===== src/rtl/spi_master_rw.sv =====
// spi_master_rw: SPI master with per-transaction mode, read/write frames, runtime SCLK divider and N_CS selects.
// Define SPI_LSB_FIRST_EN to add the lsb_first port (address and data fields shifted LSB-first).
module spi_master_rw #(
  parameter int DATA_BITS = 16,
  parameter int ADDR_BITS = 8,
  parameter int N_CS      = 2,
  parameter int DIV_BITS  = 8
) (
  input  logic                                     clk,
  input  logic                                     reset_n,
  input  logic                                     start,
  input  logic                                     rw,
  input  logic [1:0]                               mode,
  input  logic [(N_CS > 1 ? $clog2(N_CS) : 1)-1:0] cs_sel,
  input  logic [ADDR_BITS-1:0]                     address,
  input  logic [DATA_BITS-1:0]                     wdata,
  input  logic [DIV_BITS-1:0]                      div,
`ifdef SPI_LSB_FIRST_EN
  input  logic                                     lsb_first,
`endif
  output logic                                     done_o,
  output logic                                     busy,
  output logic [DATA_BITS-1:0]                     rdata,
  output logic [N_CS-1:0]                          SEN,
  output logic                                     SCLK,
  output logic                                     SDATA,
  input  logic                                     SDOUT
);
  localparam int FRAME = 1 + ADDR_BITS + DATA_BITS;
  localparam int BW = $clog2(FRAME + 1);
  localparam logic [1:0] IDLE = 2'd0, LEAD = 2'd1, SHIFT = 2'd2, TRAIL = 2'd3;

  logic [1:0]           r_state;
  logic [DIV_BITS-1:0]  r_h, r_cnt;
  logic [BW-1:0]        r_bit;
  logic                 r_half, r_rw, r_cpha;
  logic [FRAME-1:0]     r_shift;
  logic [DATA_BITS-1:0] r_rx;
  logic [DIV_BITS-1:0]  w_h;
  logic                 w_tick, w_last, w_cs_ok;
  logic [ADDR_BITS-1:0] w_addr;
  logic [DATA_BITS-1:0] w_wd, w_rd;
  logic [FRAME-1:0]     w_frame;

  assign w_h     = (div == '0) ? DIV_BITS'(1) : div;
  assign w_tick  = r_cnt == '0;
  assign w_last  = r_bit == BW'(FRAME - 1);
  assign w_cs_ok = 32'(cs_sel) < N_CS;
`ifdef SPI_LSB_FIRST_EN
  logic                 r_lsb;
  logic [ADDR_BITS-1:0] w_addr_rev;
  logic [DATA_BITS-1:0] w_wdata_rev, w_rx_rev;
  assign w_addr_rev  = {<<{address}};
  assign w_wdata_rev = {<<{wdata}};
  assign w_rx_rev    = {<<{r_rx}};
  assign w_addr      = lsb_first ? w_addr_rev : address;
  assign w_wd        = rw ? '0 : (lsb_first ? w_wdata_rev : wdata);
  assign w_rd        = r_lsb ? w_rx_rev : r_rx;
`else
  assign w_addr      = address;
  assign w_wd        = rw ? '0 : wdata;
  assign w_rd        = r_rx;
`endif
  assign w_frame = {rw, w_addr, w_wd};

  // r_half: 0 = next SHIFT tick is the leading edge of the bit, 1 = trailing edge
  always_ff @(posedge clk or negedge reset_n)
    if (!reset_n) begin
      r_state <= IDLE;
      SEN     <= '1;
      SCLK    <= 1'b0;
      SDATA   <= 1'b1;
      done_o  <= 1'b0;
      busy    <= 1'b0;
      rdata   <= '0;
      r_h     <= '0;
      r_cnt   <= '0;
      r_bit   <= '0;
      r_half  <= 1'b0;
      r_rw    <= 1'b0;
      r_cpha  <= 1'b0;
      r_shift <= '0;
      r_rx    <= '0;
`ifdef SPI_LSB_FIRST_EN
      r_lsb   <= 1'b0;
`endif
    end else begin
      done_o <= 1'b0;
      case (r_state)
        IDLE: begin
          SCLK  <= mode[1];
          SDATA <= 1'b1;
          if (start && w_cs_ok) begin
            r_state <= LEAD;
            busy    <= 1'b1;
            r_rw    <= rw;
            r_cpha  <= mode[0];
            r_h     <= w_h;
            r_cnt   <= w_h - DIV_BITS'(1);
            r_shift <= w_frame;
            SDATA   <= rw;
            SEN     <= ~(N_CS'(1) << cs_sel);
`ifdef SPI_LSB_FIRST_EN
            r_lsb   <= lsb_first;
`endif
          end
        end
        LEAD: begin
          r_cnt <= w_tick ? r_h - DIV_BITS'(1) : r_cnt - DIV_BITS'(1);
          if (w_tick) begin
            r_state <= SHIFT;
            r_bit   <= '0;
            r_half  <= 1'b0;
          end
        end
        SHIFT: begin
          r_cnt <= w_tick ? r_h - DIV_BITS'(1) : r_cnt - DIV_BITS'(1);
          if (w_tick) begin
            SCLK   <= ~SCLK;
            r_half <= ~r_half;
            if (r_half == r_cpha) r_rx <= DATA_BITS'({r_rx, SDOUT});
            if (!r_half && r_cpha) begin
              SDATA   <= r_shift[FRAME-1];
              r_shift <= r_shift << 1;
            end
            if (r_half && !r_cpha && !w_last) begin
              SDATA   <= r_shift[FRAME-2];
              r_shift <= r_shift << 1;
            end
            if (r_half) r_bit <= r_bit + BW'(1);
            if (r_half && w_last) r_state <= TRAIL;
          end
        end
        TRAIL: begin
          r_cnt <= r_cnt - DIV_BITS'(1);
          if (w_tick) begin
            r_state <= IDLE;
            SEN     <= '1;
            SDATA   <= 1'b1;
            done_o  <= 1'b1;
            busy    <= 1'b0;
            if (r_rw) rdata <= w_rd;
          end
        end
      endcase
    end
endmodule


===== config.mk =====
export PLATFORM = sky130hd
export DESIGN_NAME = spi_master_rw
export DESIGN_NICKNAME = d
export VERILOG_FILES = /design/src/rtl/spi_master_rw.sv
export SDC_FILE = /design/constraint.sdc
export NUM_CORES = 1
export LEC_CHECK = 0
export ABC_CLOCK_PERIOD_IN_PS = 4900
export BUFFER_PORTS_ARGS = -buffer_cell sky130_fd_sc_hd__buf_2
export CAP_MARGIN = 10
export CORE_MARGIN = 2
export CORE_UTILIZATION = 60
export CTS_CLUSTER_SIZE = 14
export DETAILED_ROUTE_END_ITERATION = 10
export PLACE_DENSITY = 0.8
export SLEW_MARGIN = 10
export SYNTH_ARGS = -nofsm -noshare
export SYNTH_HDL_FRONTEND = slang
export SYNTH_SLANG_ARGS = --single-unit

===== constraint.sdc =====
create_clock -name clk -period 4.9 [get_ports clk]
set_clock_uncertainty 0.2 [all_clocks]
set_input_delay 1.225 -clock clk [delete_from_list [all_inputs] [get_ports clk]]
set_output_delay 1.225 -clock clk [all_outputs]
set_load 0.01 [all_outputs]

==> flow_summary.ini <==
[sta]
setup_viol = 0
fmax_mhz = 337
rsz0062_at_grt = false
post-route-period-util_pct = 60.5
finalWorstPathRequiredPeriod_ps = 2970
timing.slew.headroom_pct = 27.0
hold_violations = 0
worst_pin_slew_ps = 1100
finalSetupTns_ps = 0
maxSlewViolCount = 0

[route]
firstDrtPassIters = 5
drc_errors = 0
num_vias = 3235
antenna_left = 0
wl_per_cell_um = 15.3
vias_per_cell = 5.67
drt_wl_total_mm = 8.75
drt_iter0_drc = 158

[logic_synthesis]
ys_ff_latch = 89
synth_top_area_share_pct = 47.2
synth.distinct_cells = 53
ys_warn_count = 0
synthTopCellsByArea = dfrtp_1 47%, mux2_4 6.6%, mux2_2 5.4%
ys.flop_type = dfrtp_1
synth_area_leader_cell = dfrtp_1
synthArstFlopShare_pct = 100
yosysSeqAreaShare_pct = 48.9
synth_area_um2 = 4560
synth.avg_cell_area_um2 = 11.0
synth_fp_nets = 469
postSynthCellCount = 416
synth-edff-count = 0

[setup_path]
cp_max_fo = 6
worstPathRequired_ps = 4900
slowest_delay_ps = 550
critical_path.cell_chain = buf_2 > nor4_1 > a31oi_1 > ha_1 > nor3b_1 > xnor2_1 > nand2_1 > o21ai_0 > a21boi_0
end_kind = register
slowest_stage = nor4_1
startpoint_type = primary input
arrival_ps = 2970
crit_type = primary input to register

[global_routing]
gr-total-overflow = 0
use_met1_pct = 32.1
grt_pass1_wl_mm = 14.8
grt_pass1_vias = 3069
grt_usage_pct = 22.3
use_met2_pct = 33.3
antenna_found_initial = 0
grt.busiest_layer = met2
grt_max_degree = 90
use_met3_pct = 5.15

[final_layout]
nets = 520
final.fill_count = 587
drive_above_1_share_pct = 28.0
area_growth_pct = 10.5
diodes = 0
postLayoutCoreUtil_pct = 69.0

[hold_path]
hold_path.class = register to register

[clock_network]
cts_setup_buffers = 0
cts_hold_buf = 0
cts.clk_slew.worst_paths_ps = 90
tritoncts = done
numCtsBuffers = 9
ctsResizeCount = 0
htreeDepth = 3
numClockSinks = 89
clockBufferDepth = 2
clock-root-buffer = clkbuf_8
clock_latency_ps = 370

[power]
p_leak_nw = 2.37
max-vdd-ir-drop_mv = 0.159
powerDensity_nw_per_um2 = 255

[floorplanning]
io_pins = 62
rows = 31
die_area_um2 = 8310
die_x_um = 91.2
start_util_pct = 62.5
die_h_um = 91.2
core-area_um2 = 7290

[run_status]
status = finished, final reports clean

[placement]
gp_congestion = 0.852
place_hpwl_mm = 5.96
numPortBuffers = 61

[run]
maxCapViolCount = 0
## worst max-delay path, delay by kind of cell
family,cells,cell delay [ps]
AND/OR/NAND/NOR,3,770
AO/OA/AOI/OAI,3,420
adder cells (fa/ha/maj),1,290
buffers and inverters,1,140
XOR/XNOR,1,140
## synth_stat cells (2+ instances only)
library cell	n
dfrtp_1	86
a21oi_1	40
nor2_1	37
nand2_1	24
mux2_2	22
mux2_4	20
o21ai_0	19
inv_1	18
a22oi_1	15
ha_1	13
mux2i_1	13
nor3_1	10
clkbuf_1	9
xor2_1	8
buf_2	7
xnor2_1	7
nand3_1	6
a31oi_1	5
nor3b_1	4
o211ai_1	4
dfstp_2	3
nand4_1	3
nor2b_1	3
a211o_1	2
a22o_1	2
a32oi_1	2
and3_4	2
buf_1	2
buf_12	2
buf_8	2
nor4_1	2
o22a_1	2
o31ai_1	2
## cells in the final DEF, fill, tap and decap left out, types with 15 or more instances in the layout
cell type	instances
o21ai_0	19
inv_1	18
nor2_1	37
mux2_4	20
nand2_1	24
mux2_2	22
buf_2	60
a21oi_1	40
dfrtp_1	86
a22oi_1	15
## cells by family (layout without fill, tap and decap cells)
group / count (synthesis) / in the layout / synth area share (%)
AND/OR/NAND/NOR: 102 / 102 / 11.2
AO/OA/AOI/OAI: 101 / 101 / 13.6
flip-flops: 89 / 89 / 48.9
multiplexers: 55 / 55 / 14.9
buffers and inverters: 41 / 97 / 4.94
XOR/XNOR: 15 / 15 / 2.88
adder cells (fa/ha/maj): 13 / 13 / 3.57
## metal layers
layer  routed length [um]  share of wire [%]
met2                 4120                 47
met3                  486                5.6
met5                    0                  0
met4                   97                1.1
met1                 4050                 46
## worst paths after layout
kind                       startpoint           to  slack (ps)  cells after the start
max in group asynchronous     reset_n   r_state[0]        2940                      1
hold reg to reg              rdata[4]     rdata[4]         310                      1
hold / removal               rdata[4]     rdata[4]         310                      1
setup reg to reg           r_state[0]  r_shift[19]        2180                      8
min in group asynchronous     reset_n      r_rx[9]         840                      1
setup / recovery               div[2]     r_cnt[4]        1930                      9
## layout make-up
type,count,area (um2),share of cell area (%)
Inverter,18,67.6,1.34
Sequential cell,89,2230,44.3
Multi-Input combinational cell,286,2110,41.9
Clock inverter,5,40.0,0.795
Clock buffer,11,141,2.81
Tap cell,99,124,2.46
Timing Repair Buffer,63,323,6.41
## flip-flops by register name, indices dropped and copies added (netlist names), 2 cells and up
name     flops
SEN          2
r_bit        5
r_cnt        8
r_h          8
r_rx        16
r_shift     25
r_state      2
rdata       16
## power by group
part | internal [mW] | total, mW | switching, mW
Clock | 0.201 | 0.469 | 0.268
Combinational | 0.0251 | 0.0634 | 0.0383
Sequential | 0.744 | 0.750 | 0.00581
Total | 0.970 | 1.28 | 0.312
## through the flow
stage          worst slack (ps)  hold slack [ps]  cells  area, um2  power, mW
5_1_grt                    1740              327    571       5030       1.34
6_report                   1930              308    571       5030       1.28
3_3_place_gp               1640              264    555       4850      0.826
4_1_cts                    1950              311    571       5030       1.29
3_5_place_dp               1560              289    555       4850      0.829
2_1_floorplan              1950              251    416       4560      0.790
No activity file was read; power rests on OpenSTA's default activity.
